<file path="config.mk">
export PLATFORM = sky130hd
export DESIGN_NAME = uart_tx_framer
export DESIGN_NICKNAME = d
export VERILOG_FILES = /design/src/rtl/uart_pkg.sv /design/src/rtl/uart_parity_gen.sv /design/src/rtl/uart_tx_framer.sv
export SDC_FILE = /design/constraint.sdc
export NUM_CORES = 1
export LEC_CHECK = 0
export ABC_CLOCK_PERIOD_IN_PS = 2700
export BUFFER_PORTS_ARGS = -buffer_cell sky130_fd_sc_hd__buf_2
export CAP_MARGIN = 20
export CORE_ASPECT_RATIO = 1.25
export CORE_UTILIZATION = 35
export DETAILED_ROUTE_END_ITERATION = 8
export PLACE_DENSITY_LB_ADDON = 0.1
export SLEW_MARGIN = 20
export SYNTH_ARGS = -nofsm -noshare
export SYNTH_HDL_FRONTEND = slang
export SYNTH_HIERARCHICAL = 1
export SYNTH_SLANG_ARGS = --single-unit
</file>
<file path="constraint.sdc">
create_clock -name CLK -period 2.7 [get_ports CLK]
set_clock_uncertainty 0.1 [all_clocks]
set_input_delay 0.27 -clock CLK [delete_from_list [all_inputs] [get_ports CLK]]
set_output_delay 0.27 -clock CLK [all_outputs]
set_load 0.01 [all_outputs]
</file>
<file path="src/rtl/uart_pkg.sv">
// Shared UART definitions: FSM state encoding, parity mode codes and the
// bit-counter width helper used by the TX framer (and the RX checker).
package uart_pkg;

    typedef enum logic [2:0] {
        IDLE   = 3'd0,
        ARM    = 3'd1,
        START  = 3'd2,
        DATA   = 3'd3,
        PARITY = 3'd4,
        STOP   = 3'd5
    } uart_state_t;

    typedef logic [1:0] par_mode_t;

    localparam par_mode_t PAR_NONE = 2'b00;
    localparam par_mode_t PAR_EVEN = 2'b01;
    localparam par_mode_t PAR_ODD  = 2'b10;
    localparam par_mode_t PAR_MARK = 2'b11;

    // Bit-counter width for a word of w bits; a 1-bit word still needs a
    // 1-bit counter so the index expression stays well formed.
    function automatic int cnt_width(input int w);
        return (w > 1) ? $clog2(w) : 1;
    endfunction

endpackage

</file>
<file path="src/rtl/uart_parity_gen.sv">
// Parity bit generator: maps a data word and parity mode to the bit placed
// in the parity slot. Purely combinational so TX and RX can share it.
module uart_parity_gen
    import uart_pkg::*;
#(
    parameter int DATA_WIDTH = 8
) (
    input  logic [DATA_WIDTH-1:0] data,
    input  par_mode_t             mode,
    output logic                  par_bit
);

    // Select the parity function for the requested mode; NONE yields 0 and
    // the framer never places it on the line.
    always_comb begin
        par_bit = 1'b0;
        case (mode)
            PAR_EVEN: par_bit = ^data;
            PAR_ODD:  par_bit = ~^data;
            PAR_MARK: par_bit = 1'b1;
            default:  par_bit = 1'b0;
        endcase
    end

endmodule

</file>
<file path="src/rtl/uart_tx_framer.sv">
// UART transmit framer: accepts a word over valid/ready, latches the word and
// its frame configuration, and shifts out start / data (LSB first) / optional
// parity / one or two stop bits, advancing one bit per baud_tick.
//
// state  | meaning
// -------+-----------------------------------------------------------------
// IDLE   | line high, in_ready high, waiting for a word
// ARM    | word latched, line high, waiting for a tick to align the start bit
// START  | start bit (line low) for one tick period
// DATA   | data bit bit_cnt on the line, LSB first
// PARITY | registered parity bit on the line (skipped for mode NONE)
// STOP   | line high; stop_cnt counts the second stop bit when enabled
module uart_tx_framer
    import uart_pkg::*;
#(
    parameter int DATA_WIDTH = 8
) (
    input  logic                  CLK,
    input  logic                  RST,
    input  logic                  baud_tick,
    input  logic [DATA_WIDTH-1:0] in_data,
    input  logic [1:0]            in_par_mode,
    input  logic                  in_stop2,
    input  logic                  in_valid,
    output logic                  in_ready,
    output logic                  tx_out,
    output logic                  busy,
    output logic                  frame_done
);

    localparam int               CNT_W    = cnt_width(DATA_WIDTH);
    localparam logic [CNT_W-1:0] LAST_BIT = CNT_W'(DATA_WIDTH - 1);

    uart_state_t           state_q;
    uart_state_t           state_n;
    logic [CNT_W-1:0]      bit_cnt_q;
    logic [CNT_W-1:0]      bit_cnt_n;
    logic                  stop_cnt_q;
    logic                  stop_cnt_n;
    logic [DATA_WIDTH-1:0] data_q;
    par_mode_t             mode_q;
    logic                  stop2_q;
    logic                  par_q;
    logic                  par_in;
    logic                  accept;
    logic                  tx_n;
    logic                  frame_done_n;

    assign in_ready = (state_q == IDLE);
    assign busy     = (state_q != IDLE);
    assign accept   = in_valid & in_ready;

    // Parity is evaluated on the word being offered so the registered bit is
    // settled long before the frame reaches the parity slot.
    uart_parity_gen #(
        .DATA_WIDTH (DATA_WIDTH)
    ) u_parity (
        .data    (in_data),
        .mode    (in_par_mode),
        .par_bit (par_in)
    );

    // Capture the word and its framing options once, at acceptance.
    always_ff @(posedge CLK or negedge RST) begin
        if (!RST) begin
            data_q  <= '0;
            mode_q  <= PAR_NONE;
            stop2_q <= 1'b0;
            par_q   <= 1'b0;
        end else if (accept) begin
            data_q  <= in_data;
            mode_q  <= in_par_mode;
            stop2_q <= in_stop2;
            par_q   <= par_in;
        end
    end

    // State, counters and the registered line/done outputs.
    always_ff @(posedge CLK or negedge RST) begin
        if (!RST) begin
            state_q    <= IDLE;
            bit_cnt_q  <= '0;
            stop_cnt_q <= 1'b0;
            tx_out     <= 1'b1;
            frame_done <= 1'b0;
        end else begin
            state_q    <= state_n;
            bit_cnt_q  <= bit_cnt_n;
            stop_cnt_q <= stop_cnt_n;
            tx_out     <= tx_n;
            frame_done <= frame_done_n;
        end
    end

    // Next-state, counter and output decode. A tick on the acceptance cycle
    // is ignored because IDLE does not look at baud_tick.
    always_comb begin
        state_n      = state_q;
        bit_cnt_n    = bit_cnt_q;
        stop_cnt_n   = stop_cnt_q;
        frame_done_n = 1'b0;

        case (state_q)
            IDLE: begin
                if (accept) begin
                    state_n    = ARM;
                    bit_cnt_n  = '0;
                    stop_cnt_n = 1'b0;
                end
            end
            ARM: begin
                if (baud_tick) begin
                    state_n = START;
                end
            end
            START: begin
                if (baud_tick) begin
                    state_n   = DATA;
                    bit_cnt_n = '0;
                end
            end
            DATA: begin
                if (baud_tick) begin
                    if (bit_cnt_q == LAST_BIT) begin
                        state_n    = (mode_q != PAR_NONE) ? PARITY : STOP;
                        stop_cnt_n = 1'b0;
                    end else begin
                        bit_cnt_n = bit_cnt_q + 1'b1;
                    end
                end
            end
            PARITY: begin
                if (baud_tick) begin
                    state_n    = STOP;
                    stop_cnt_n = 1'b0;
                end
            end
            STOP: begin
                if (baud_tick) begin
                    if (!stop_cnt_q && stop2_q) begin
                        stop_cnt_n = 1'b1;
                    end else begin
                        state_n      = IDLE;
                        stop_cnt_n   = 1'b0;
                        frame_done_n = 1'b1;
                    end
                end
            end
            default: begin
                state_n    = IDLE;
                bit_cnt_n  = '0;
                stop_cnt_n = 1'b0;
            end
        endcase

        // Line level follows the state being entered, so tx_out is a pure
        // register with no path from the inputs.
        case (state_n)
            START:   tx_n = 1'b0;
            DATA:    tx_n = data_q[bit_cnt_n];
            PARITY:  tx_n = par_q;
            default: tx_n = 1'b1;
        endcase
    end

endmodule

</file>
==> flow_summary_export.csv <==
group,metric,value,unit
timing,setup_viol,0,
worst_setup_path,path_cells,"or4b_4 -> nand3_2 -> o21ai_4 -> nand3_2 -> o21ai_1 -> o311a_1",
cts,cts_hold_buf,1,
timing,post-route-period-util,0.766,
timing,drv_slew,0,
worst_setup_path,worstPathArrival,2.16,ns
place,placed_area,1280,um2
min_path,hp-start,"in_stop2",
drt,viasPerCell,4.99,
layout,final_cells,185,
drt,first_pass_iters,2,
layout,area_growth,12.8,%
drt,drtIter0Drc,5,
worst_setup_path,crit_family,"simple AND/OR/NAND/NOR gates",
timing,fin_tns_setup,0,ns
cts,h-tree-depth,1,
yosys,yosys_warnings,6,
cts,numCtsBuffers,3,
global_route,antenna_found_initial,0,
global_route,grt_pass1_wl,4.00,mm
worst_setup_path,crit_type,"reg2reg",
timing,period_minus_slack,2.07,ns
yosys,netlist.area_leader.share,0.424,
timing,worst_slack,0.632,ns
cts,cts_num_sinks,21,
floorplan,die_x,53.9,um
worst_setup_path,cp-start-kind,"flop",
yosys,synth_area,1180,um2
cts,ctsResizeCount,0,
cts,ctsRootBufferMaster,"clkbuf_8",
layout,fill_cells,337,
yosys,synthCells,132,
worst_setup_path,timing.rr.start,"state_q[1]",
place,dp_slack,0.642,ns
floorplan,die_height,66.9,um
layout,antennaDiodeCount,0,
min_path,min_path_type,"in2reg",
global_route,overflow,0,
status,status,"complete, no violations",
place,dpl.hpwl,1.88,mm
worst_setup_path,crit_start,"state_q[1]",
cts,postCtsSetupRepairBufs,0,
place,numPlacedInstances,180,
worst_setup_path,crit_required,2.79,ns
yosys,synth-seq-cells,21,
worst_setup_path,critPathMaxFanout,15,
floorplan,start_util,0.366,
floorplan,core_area,3220,um2
drt,ant_nets,0,
yosys,synth_area_leaders,"dfrtp_1 42%, nand2_1 13%, xnor2_1 4.5%, o21ai_0 2.5%, dfstp_2 2.2%",
worst_setup_path,slowest_delay,0.70,ns
drt,num_vias,924,
drt,wl,2.49,mm
yosys,synth_area_leader_cell,"dfrtp_1",
worst_setup_path,cpMostUsedCell,"nand3_2",
timing,hold_viol,0,
worst_setup_path,path_buf_inv,0,
drt,wl_per_cell,13.4,um
yosys,synth-main-ff-cell,"dfrtp_1",
global_route,grt_usage,0.161,
worst_setup_path,cp_slowest_cell,"or4b_4",
timing,maxSlewHeadroom,0.656,
yosys,ys_seq_area_frac,0.446,
pwr,ir_drop,0.000368,V
cts,path_clk_slew,0.08,ns
global_route,grt_pass1_vias,908,
drt,drcViolationCount,0,
worst_setup_path,cp-end-kind,"flop",
timing,tightest_slew,0.515,ns
layout,final_nets,165,
yosys,synthArstFlopShare,1.00,
place,portBuffers,18,
place,gp_congestion,0.733,
floorplan,io_pins,19,
floorplan,fp-row-count,23,
pwr,powerDensity,1110,nW/um2
yosys,synth_edf_count,0,
timing,rsz0062_at_grt,"false",
layout,drive_gt1_frac,0.203,
pwr,p_leak,0.643,nW
cts,tritoncts,"yes",
run,maxCapViolations,0,
cts,clk_latency,0.25,ns
yosys,syn_area_per_cell,8.94,um2
global_route,grt_max_degree,22,
layout,stdcell_area,1330,um2
timing,whs,0.107,ns
timing,fmax,0.484,GHz
cts,cts_max_path_buffers,2,
floorplan,die_area,3610,um2
yosys,synth_cell_type_count,41,
yosys,synthesis.nets,148,
==> power breakdown <==
group / internal [mW] / switching [mW] / total, mW
registers: 0.466 / 0.123 / 0.590
logic: 0.295 / 0.382 / 0.677
clock network: 0.105 / 0.102 / 0.207
total: 0.866 / 0.608 / 1.47
==> sequential cells by signal, summed over array words and instances, names as in the netlist <==
name and count:
data_q 8, bit_cnt_q 3, state_q 3, mode_q 2
frame_done 1, par_q 1, stop2_q 1, stop_cnt_q 1
tx_out 1
==> cells by family after synthesis <==
| group | share of synthesized area |
|---|---|
| and+or+nand+nor | 0.261 |
| AOI/OAI and AO/OA | 0.150 |
| DFF | 0.446 |
| buffers and inverters | 0.0466 |
| xor gates and xnor gates | 0.0594 |
| muxes | 0.0265 |
| adders and majority gates | 0.0106 |
==> worst reg2reg max path, cell delays in order (launching register included) <==
cell,delay (ns)
dfrtp_1,0.48
or4b_4,0.70
nand3_2,0.14
o21ai_4,0.10
nand3_2,0.09
o21ai_1,0.06
o311a_1,0.33
==> layer usage <==
layer  GRT usage  vias to the layer above  share of wire
met2       0.292                       14           0.53
li1            -                      473              -
met4      0.0592                        0          0.010
met1       0.180                      435           0.44
met3      0.0274                        2          0.020
met5           0                        -              0
==> final timing paths <==
| check | slack (ns) | end | cells after the start |
|---|---|---|---|
| hold reg to reg | 0.38 | mode_q[0] | 2 |
| setup reg to reg | 0.63 | tx_out | 6 |
| hold / removal | 0.11 | stop2_q | 3 |
| setup / recovery | 0.63 | tx_out | 6 |
| min in group asynchronous | 0.40 | frame_done | 2 |
| max in group asynchronous | 1.75 | tx_out | 2 |
==> synthesized netlist by cell type, types with 2 or more instances <==
library cell  number
nand2_1           40
dfrtp_1           20
o21ai_0            6
xnor2_1            6
buf_2              5
a21oi_1            4
nor2_1             4
inv_1              3
nor2b_1            3
nor3_1             3
mux2i_1            2
nand3_1            2
nand3_2            2
o211ai_1           2
o21ai_1            2
or3_1              2
xor2_1             2
==> final cells by class <==
type                    instances  area [um2]  area share
clock buffers                   4        45.0      0.0338
inverters                       4        15.0      0.0113
multi-input cells             100         598       0.449
flip-flops and latches         21         527       0.396
well taps                      37        46.3      0.0348
repair buffers                 19         100      0.0752
==> placed cells by master (no fill, tap or decap), types with 2 or more instances in the layout <==
cell	netlist	final
or3_1	2	2
mux2i_1	2	2
o21ai_1	2	2
nor2_1	4	4
a21oi_1	4	4
nand2_1	40	40
inv_1	3	3
xnor2_1	6	6
clkbuf_8	0	3
buf_2	5	18
xor2_1	2	2
dfrtp_1	20	20
nor3_1	3	3
nor2b_1	3	3
o211ai_1	2	2
o21ai_0	6	6
nand3_2	2	2
nand3_1	2	2
==> per-stage QoR <==
stage,total power [mW],util
floorplan,1.11,-
global placement,1.26,0.396
detailed placement,1.28,0.396
CTS,1.49,0.413
global route,1.59,0.413
finish,1.47,0.413
Power figures use the tool's default switching activity.
